--- src/rtl/mux_pkg.sv ---
// Shared constants and types for the round-robin front-end of the 2:1 data mux.
package mux_pkg;

    localparam logic SRC_A = 1'b0;
    localparam logic SRC_B = 1'b1;

    localparam int unsigned MUX_W = 8;

    typedef enum logic {
        StEmpty,
        StFull
    } out_state_e;

    // Width needed to hold 0..burst inclusive.
    function automatic int unsigned burst_cnt_w(input int unsigned burst);
        return (burst < 1) ? 1 : $clog2(burst + 1);
    endfunction

endpackage

--- src/rtl/mux_w.sv ---
// W-bit combinational 2:1 mux: select=0 passes a, select=1 passes b.
module mux_w
    import mux_pkg::*;
#(
    parameter int unsigned W = MUX_W
) (
    input  logic [W-1:0] a,
    input  logic [W-1:0] b,
    input  logic         select,
    output logic [W-1:0] y
);

    always_comb begin
        y = (select == SRC_B) ? b : a;
    end

endmodule

--- src/rtl/mux_rr_arb.sv ---
// Bounded round-robin arbiter between two valid/ready sources feeding a single
// registered output stage; select reports which source owns the held word.
module mux_rr_arb
    import mux_pkg::*;
#(
    parameter int unsigned W     = MUX_W,
    parameter int unsigned BURST = 2
) (
    input  logic         clk,
    input  logic         rst,
    input  logic         a_valid,
    input  logic [W-1:0] a_data,
    output logic         a_ready,
    input  logic         b_valid,
    input  logic [W-1:0] b_data,
    output logic         b_ready,
    output logic         select,
    output logic         y_valid,
    output logic [W-1:0] y_data,
    input  logic         y_ready
);

    localparam int unsigned    CntW     = burst_cnt_w(BURST);
    localparam logic [CntW-1:0] BurstMax = CntW'(BURST);

    out_state_e      state_q, state_d;
    logic [W-1:0]    y_data_q;
    logic            select_q;
    logic            owner_q;
    logic [CntW-1:0] burst_q;

    logic            can_load;
    logic            grant;
    logic            grant_src;
    logic [W-1:0]    grant_data;

    // Grant decision; nothing is accepted while in reset or while the stage is stalled.
    always_comb begin
        can_load  = (state_q == StEmpty) || y_ready;
        grant     = 1'b0;
        grant_src = SRC_A;
        if (!rst && can_load) begin
            case ({a_valid, b_valid})
                2'b10: begin
                    grant     = 1'b1;
                    grant_src = SRC_A;
                end
                2'b01: begin
                    grant     = 1'b1;
                    grant_src = SRC_B;
                end
                2'b11: begin
                    grant     = 1'b1;
                    grant_src = (burst_q < BurstMax) ? owner_q : ~owner_q;
                end
                default: begin
                    grant     = 1'b0;
                    grant_src = SRC_A;
                end
            endcase
        end
    end

    assign a_ready = grant && (grant_src == SRC_A);
    assign b_ready = grant && (grant_src == SRC_B);

    mux_w #(
        .W(W)
    ) u_data_mux (
        .a      (a_data),
        .b      (b_data),
        .select (grant_src),
        .y      (grant_data)
    );

    always_comb begin
        state_d = state_q;
        if (grant) begin
            state_d = StFull;
        end else if (y_ready) begin
            state_d = StEmpty;
        end
    end

    always_ff @(posedge clk) begin
        if (rst) begin
            state_q  <= StEmpty;
            y_data_q <= '0;
            select_q <= SRC_A;
            owner_q  <= SRC_A;
            burst_q  <= '0;
        end else begin
            state_q <= state_d;
            if (grant) begin
                y_data_q <= grant_data;
                select_q <= grant_src;
                if (grant_src == owner_q) begin
                    if (burst_q < BurstMax) begin
                        burst_q <= burst_q + 1'b1;
                    end
                end else begin
                    owner_q <= grant_src;
                    burst_q <= CntW'(1);
                end
            end
        end
    end

    assign y_valid = (state_q == StFull);
    assign y_data  = y_data_q;
    assign select  = select_q;

endmodule

--- config.mk ---
export PLATFORM = sky130hd
export DESIGN_NAME = mux_rr_arb
export DESIGN_NICKNAME = d
export VERILOG_FILES = /design/src/rtl/mux_pkg.sv /design/src/rtl/mux_w.sv /design/src/rtl/mux_rr_arb.sv
export SDC_FILE = /design/constraint.sdc
export NUM_CORES = 1
export LEC_CHECK = 0
export ABC_AREA = 0
export CORE_AREA = 3 3 55 44
export DETAILED_ROUTE_END_ITERATION = 7
export DIE_AREA = 0 0 58 47
export PLACE_DENSITY_LB_ADDON = 0.12
export SETUP_SLACK_MARGIN = 0.15
export SLEW_MARGIN = 20
export SYNTH_ARGS = -nofsm -noshare
export SYNTH_HDL_FRONTEND = slang
export SYNTH_SLANG_ARGS = --single-unit
--- constraint.sdc ---
create_clock -name clk -period 1.9 [get_ports clk]
set_clock_uncertainty 0.2 [all_clocks]
set_input_delay 0.285 -clock clk [delete_from_list [all_inputs] [get_ports clk]]
set_output_delay 0.285 -clock clk [all_outputs]
set_load 0.05 [all_outputs]
==> results.md, run 1 <==
- Sw power: 0.2992 mW
- P_int: 0.5057 mW
- EDFF count, synth: 0
- Crit Reg-Reg Endpoint: y_data[4]
- Area grow syn2layout: 63.49%
- Seq pwr share: about two fifths
- Hpwl dp: 1734 um
- Post-synth ARST share: 0%
- Layout Cells excl Fill: 145
- Gpl congestion: 0.7330
- Drt pass-1 iters: 4
- Fmax: 507.2 MHz
- Post-synthesis cell type count: 25
- FF-to-FF path depth: 6
- Sw Ratio: roughly 37%
- Path type of the worst min-delay path: reg -> reg
- Hold Path Sink: burst_q[0]
- Final min period: 1972 ps
- Slew headroom: 81.24%
- Clock share of power: 23.0%
- Status: finished, violations left
- Slew Limit Fails: 0
- Setup ws final: -71.75 ps
- Util after Layout: 64.54%
- Core ar.: ~2000 sq um
- Crit share post-route: 103.8%
- Worst-Margin Slew: 279.3 ps
- Hold Path Depth: 2
- I/O pins: 33
- Synth Flop Type: dfxtp_1
- Critical R2R Launch: owner_q
- Hold slack: between 200 and 300 ps
- Clk Latency, worst-skew pair: between 200 and 300 ps
- Post-Syn Instances: 79
- Hold Crit Start: burst_q[0]
- GRT Util Overall: 19.62%
- N_diodes: 0
- Die ar.: 2726 sq um
- Seq cells post-synth: 13
- First-pass GRT wire length: 3898 um
- Critical path arrival: 1490 ps
- Num rows: 14
- Syn nets: 100
- I/O Buffers: 32
- Fraction of layout cells with a size suffix above 1: 40.50%
- Fin area: around 1300 sq um
- Largest net degree at the start of global routing: 20
- Share of total power in combinational logic: 38.2%
- Nets: 143
- H-tree Lvls: 1
- Routed via count: 847
- Fill cells: between 150 and 200
- Max Cap Viol: 0
- Max FO, Critical Path: 4
- CTS tree: yes
- Max Root-Sink Buffers: 2
- DR iter-0 viols: 20
- Post-DP Area: roughly 1200 sq um
- P_leak: about 0.5 nW
- Area contributors post-synth: dfxtp_1 34%, o211ai_2 13%, o2111ai_1 10%, o211ai_1 8.7%, nand4_1 6.5%
- Post-Place Cells: 140
- RSZ-0062 raised after global routing: yes
- Hold Violations, Final: 0
- Failing checks: setup timing
- Antenna violations before repair: 0
- Die W: 58 um
- Place WS: -287.9 ps
- Leading area contributor after synthesis: dfxtp_1
- Synth Warn #: 0
- Power per cell area: 635.7 nW/um^2
- Post-synth top area share: 33.60%
- Worst Setup End Kind: output pin
- Netlist Area Pre-Place: 774.5 sq um
- WS Path Type: reg -> out
- Finish-stage setup viols: 1
- Startpoint types: register
- R2r setup slk: 330 ps
- Starting Density: 39.48%
- CTS clk-pin slew, worst paths: 100 ps
- Vias in the first global route: 814
- Global route total overflow: 0
- Clock buffer count from CTS: 3
- Syn Area/Cell: between 9 and 10 sq um
- Post-DRT Antenna Nets: 0
- Wire length per cell: 16.72 um
- Data required, critical path: about 1400 ps
- DR DRC count: 0
- Register area share after synthesis: 33.60%
- Die H: 47 um
- CTS sink count: 13
- Root Driver: clkbuf_4
- Peak supply drop: roughly 0.43 mV
- Drt via density: 5.841
- Final wirelength: around 2400 um
final cells by class:
| type | count | area (sq um) | share of cell area (%) |
|---|---|---|---|
| clock buffers | 3 | 22.52 | 1.779 |
| clock inverters | 1 | 5.005 | 0.3953 |
| inverters | 5 | 23.77 | 1.877 |
| multi-input cells | 53 | 485.5 | 38.34 |
| flip-flops and latches | 13 | 269.0 | 21.25 |
| well taps | 24 | 30.03 | 2.372 |
| repair buffers | 46 | 430.4 | 33.99 |
registers in the layout, summed over array words and instances (netlist names):
register	cells
y_data	8
burst_q	2
owner_q	1
select	1
y_valid	1
worst max-delay path, cell delays in order, from the launching register on:
cell      delay, ps
dfxtp_4         390
xor2_4          160
o211ai_4        220
inv_6            50
nor4_4          200
buf_12          180
cells by family (layout without fill, tap and decap cells):
group                     count (synthesis)  count (layout)  synth area share (%)
AOI/OAI and AO/OA                        35              35                 41.36
xor gates and xnor gates                  1               1                 2.101
muxes                                     2               2                 2.746
and+or+nand+nor                          15              15                 12.60
DFF                                      13              13                 33.60
buffers and inverters                    13              55                 7.591
what timing repair did:
| action | 4_1_cts | 5_1_grt |
|---|---|---|
| hold buffers | 0 | 0 |
| setup endpoints to repair | 2 | 2 |
| pin swaps | 2 | 0 |
| resized for setup | 4 | 2 |
| buffers inserted | 1 | 0 |
| cloned | 0 | 0 |
placed cells by master, fill, tap and decap left out, types with 2 or more instances in the layout:
| cell type | n |
|---|---|
| a21oi_1 | 4 |
| buf_12 | 3 |
| buf_4 | 23 |
| clkbuf_4 | 3 |
| clkdlybuf4s50_1 | 18 |
| dfxtp_1 | 10 |
| dfxtp_4 | 2 |
| dlygate4sd2_1 | 2 |
| inv_1 | 3 |
| nand4_1 | 8 |
| o2111ai_1 | 9 |
| o211ai_1 | 9 |
| o211ai_2 | 8 |
| o31ai_1 | 2 |
| o41ai_1 | 2 |
synthesized netlist by cell type, types with 2 or more instances:
| cell type | number |
|---|---|
| a21oi_1 | 4 |
| buf_2 | 3 |
| clkbuf_1 | 3 |
| dfxtp_1 | 13 |
| inv_1 | 3 |
| nand4_1 | 8 |
| nor2b_1 | 2 |
| o2111ai_1 | 9 |
| o211ai_1 | 9 |
| o211ai_2 | 8 |
| o31ai_1 | 2 |
| o41ai_1 | 2 |
stage by stage:
stage | power (mW) | setup TNS (ps)
after detailed placement | 0.6243 | -1673
after global placement | 0.6205 | -1467
after CTS | 0.8085 | -94.20
after global routing | 0.8388 | -138.7
after floorplan | 0.4934 | -207.8
final | 0.8049 | -71.75
layer usage:
layer | vias up | part of all wire (%) | global-route usage [%]
li1 | 413 | - | -
met1 | 406 | 45 | 23.72
met2 | 24 | 47 | 32.43
met3 | 4 | 6.6 | 6.868
met4 | 0 | 1.7 | 8.333
met5 | - | 0 | 0
worst max-delay path by stage:
stage               start      end  slack (ps)  depth (start not counted)
2_1_floorplan  burst_q[1]  a_ready        -210                          4
3_3_place_gp      a_valid  a_ready        -280                          6
3_5_place_dp      a_valid  a_ready        -290                          6
4_1_cts        burst_q[1]  a_ready         -90                          5
5_1_grt        burst_q[1]  a_ready        -130                          5
6_report          owner_q  a_ready         -70                          5
power by group through the flow:
stage	sequential (mW)	clock, mW	combinational [mW]
after global routing	0.316	0.199	0.324
final	0.313	0.185	0.307
after detailed placement	0.320	0	0.304
after global placement	0.319	0	0.301
after CTS	0.313	0.189	0.306
after floorplan	0.389	0	0.104
No activity file was read; power rests on OpenSTA's default activity.
==> run 2, diff against run 1 <==
--- a/config.mk
+++ b/config.mk
@@ -11,6 +11,7 @@
 export DIE_AREA = 0 0 58 47
 export PLACE_DENSITY_LB_ADDON = 0.12
 export SETUP_SLACK_MARGIN = 0.15
+export SKIP_LAST_GASP = 1
 export SLEW_MARGIN = 20
 export SYNTH_ARGS = -nofsm -noshare
 export SYNTH_HDL_FRONTEND = slang
==> results of run 2 <==
Final layout, timing and power as in run 1 (identical DEF).
==> run 3, diff against run 2 <==
--- a/config.mk
+++ b/config.mk
@@ -6,10 +6,11 @@
 export NUM_CORES = 1
 export LEC_CHECK = 0
 export ABC_AREA = 0
-export CORE_AREA = 3 3 55 44
+export CORE_AREA = 3 3 55 45
 export DETAILED_ROUTE_END_ITERATION = 7
-export DIE_AREA = 0 0 58 47
-export PLACE_DENSITY_LB_ADDON = 0.12
+export DIE_AREA = 0 0 58 48
+export PLACE_DENSITY = 0.82
+export REMOVE_ABC_BUFFERS = 1
 export SETUP_SLACK_MARGIN = 0.15
 export SKIP_LAST_GASP = 1
 export SLEW_MARGIN = 20
==> run 3 against run 2 <==
Against the previous run: cell count rose by 1.4%; power fell by 0.94%; the run still ends with setup timing left; sequential share of layout area fell by 0.49 points; clock power fell by 5%; critical path depth did not move; first-iteration DRC count fell by 20%.
==> results.md, run 3 (synthesized netlist as in run 1, its figures left out) <==
- Routed via count: 883 (+4.3%)
- P_leak: 0.5165 nW (+0.85%)
- Sw Ratio: 36.27% (-0.90 points)
- Slew headroom: 78.67% (-2.6 points)
- Drt pass-1 iters: 4 (unchanged)
- Fmax: 495.1 MHz (-2.4%)
- Worst Setup End Kind: output pin
- Crit Reg-Reg Endpoint: burst_q[1]
- Failing checks: setup timing
- Clock share of power: 22.1% (-0.9 points)
- GRT Util Overall: 18.00% (-1.6 points)
- Peak supply drop: 0.5358 mV (+25%)
- Max Root-Sink Buffers: 2 (unchanged)
- FF-to-FF path depth: 4 (-2)
- Startpoint types: register
- Largest net degree at the start of global routing: 20 (unchanged)
- R2r setup slk: 330 ps (about the same)
- Vias in the first global route: 819 (+0.61%)
- CTS clk-pin slew, worst paths: 90 ps (about the same)
- Fill cells: 175 (+1.7%)
- CTS sink count: 13 (unchanged)
- N_diodes: 0 (unchanged)
- Antenna violations before repair: 0 (unchanged)
- Max FO, Critical Path: 4 (unchanged)
- Worst-Margin Slew: 319.4 ps (+40.07 ps)
- Place WS: -252.4 ps (+35.57 ps)
- Post-Route Setup TNS: -205.3 ps (-133.6 ps)
- Commonest non-fill, non-tap cell in the layout: buf_4
- Critical R2R Launch: y_valid
- CP startpoint: burst_q[1]
- Core ar.: 1962 sq um (unchanged)
- Hold Buf Count CTS: 0 (unchanged)
- Final min period: 2020 ps (+47.89 ps)
- Total power: 0.7973 mW (-0.94%)
- Hpwl dp: 1851 um (+6.8%)
- Area grow syn2layout: 62.68%
- Starting Density: 39.48% (unchanged)
- Nets: 145 (+1.4%)
- First-pass GRT wire length: 3684 um (-5.5%)
- P_int: 0.5081 mW (+0.47%)
- Fraction of layout cells with a size suffix above 1: 40.65% (+0.15 points)
- Status: finished, violations left
- Most frequent cells in the layout: 25 x buf_4, 19 x clkdlybuf4s50_1, 12 x dfxtp_1, 9 x o2111ai_1, 9 x o211ai_1
- Hold Violations, Final: 0 (unchanged)
- Drt via density: 6.007 (+2.8%)
- DR DRC count: 0 (unchanged)
- Finish-stage setup viols: 2 (+1)
- Global route total overflow: 0 (unchanged)
- Number of flip-flops in the largest register: 8 (unchanged)
- WS Path Type: reg -> out
- Die W: 58 um (unchanged)
- Root Driver: clkbuf_4
- Sw power: 0.2892 mW (-3.3%)
- Hold Crit Start: select
- Path type of the worst min-delay path: reg -> reg
- Critical path arrival: 1530 ps (+40 ps)
- Clk Latency, worst-skew pair: 290 ps (about the same)
- Seq pwr share: 39.0% (about the same)
- Crit share post-route: 106.3% (+2.5 points)
- Setup ws final: -119.6 ps (-47.89 ps)
- Power per cell area: 632.8 nW/um^2 (-0.45%)
- Hold Path Depth: 2 (unchanged)
- RSZ-0062 raised after global routing: yes
- Final wirelength: 2404 um (-0.83%)
- Die H: 48 um (+2.1%)
- DR iter-0 viols: 16 (-20%)
- Data required, critical path: 1410 ps (about the same)
- Share of total power in combinational logic: 38.9% (+0.7 points)
- Hold Path Sink: select
- Die ar.: 2784 sq um (+2.1%)
- CTS tree: yes
- I/O pins: 33 (unchanged)
- H-tree Lvls: 1 (unchanged)
- Max Cap Viol: 0 (unchanged)
- I/O Buffers: 32 (unchanged)
- Slew Limit Fails: 0 (unchanged)
- Post-DRT Antenna Nets: 0 (unchanged)
- Num rows: 14 (unchanged)
- Wire length per cell: 16.35 um (-2.2%)
- Clock buffer count from CTS: 3 (unchanged)
- Gpl congestion: 0.8234 (+12%)
run 3: cell types whose count changed in the layout (fill, tap and decap cells not counted):
cell / before / now
nor2b_4: 0 / 1
dfxtp_1: 10 / 12
buf_4: 23 / 25
xor2_2: 0 / 1
buf_12: 3 / 2
buf_6: 0 / 1
dfxtp_4: 2 / 0
xor2_4: 1 / 0
nor2b_2: 1 / 0
clkdlybuf4s50_1: 18 / 19
inv_1: 3 / 2
dlygate4sd2_1: 2 / 1
inv_2: 0 / 1
run 3: worst max path at each step:
stage,cells after the start,to,slack [ps]
4_1_cts,5,a_ready,-140
2_1_floorplan,4,a_ready,-960
3_5_place_dp,6,a_ready,-250
3_3_place_gp,6,a_ready,-200
5_1_grt,5,a_ready,-190
6_report,5,a_ready,-120
run 3: power by group through the flow:
stage | Combinational (mW) | Clock [mW] | Sequential, mW
after global routing | 0.328 | 0.192 | 0.313
after floorplan | 0.0914 | 0 | 0.387
final | 0.310 | 0.176 | 0.311
after detailed placement | 0.302 | 0 | 0.317
after CTS | 0.311 | 0.183 | 0.312
after global placement | 0.295 | 0 | 0.316
run 3: layout make-up:
class / instances / area, sq um / area share [%]
Sequential cell: 13 / 261.5 / 20.75
Inverter: 5 / 23.77 / 1.887
Clock inverter: 1 / 5.005 / 0.3972
Multi-Input combinational cell: 53 / 479.2 / 38.03
Timing Repair Buffer: 48 / 437.9 / 34.76
Tap cell: 24 / 30.03 / 2.383
Clock buffer: 3 / 22.52 / 1.787
run 3: repair_timing:
action,4_1_cts,5_1_grt
cloned,0,0
pin swaps,0,0
buffers inserted,1,0
resized for setup,8,0
setup endpoints to repair,2,2
run 3: critical path: stages, from the launching register on:
cell and delay, ps:
dfxtp_2 350, xor2_2 190, o211ai_4 220, inv_6 50, nor4_4 260, buf_12 180
run 3: through the flow:
stage / hold WS (ps) / utilization, % / instance area, sq um / std cells
2_1_floorplan: 154.1 / - / 739.5 / 71
3_3_place_gp: 258.1 / 61.03 / 1197 / 142
3_5_place_dp: 266.1 / 61.03 / 1197 / 142
4_1_cts: 277.9 / 64.22 / 1260 / 147
5_1_grt: 302.3 / 64.22 / 1260 / 147
6_report: 274.3 / 64.22 / 1260 / 147
run 3: routing by layer:
metal / GRT usage (%) / share of wire [%] / vias to the layer above
met5: 0 / 0 / -
met4: 5.093 / 1.0 / 0
met3: 7.008 / 5.7 / 4
met2: 30.63 / 52 / 25
met1: 21.59 / 41 / 444
li1: - / - / 410
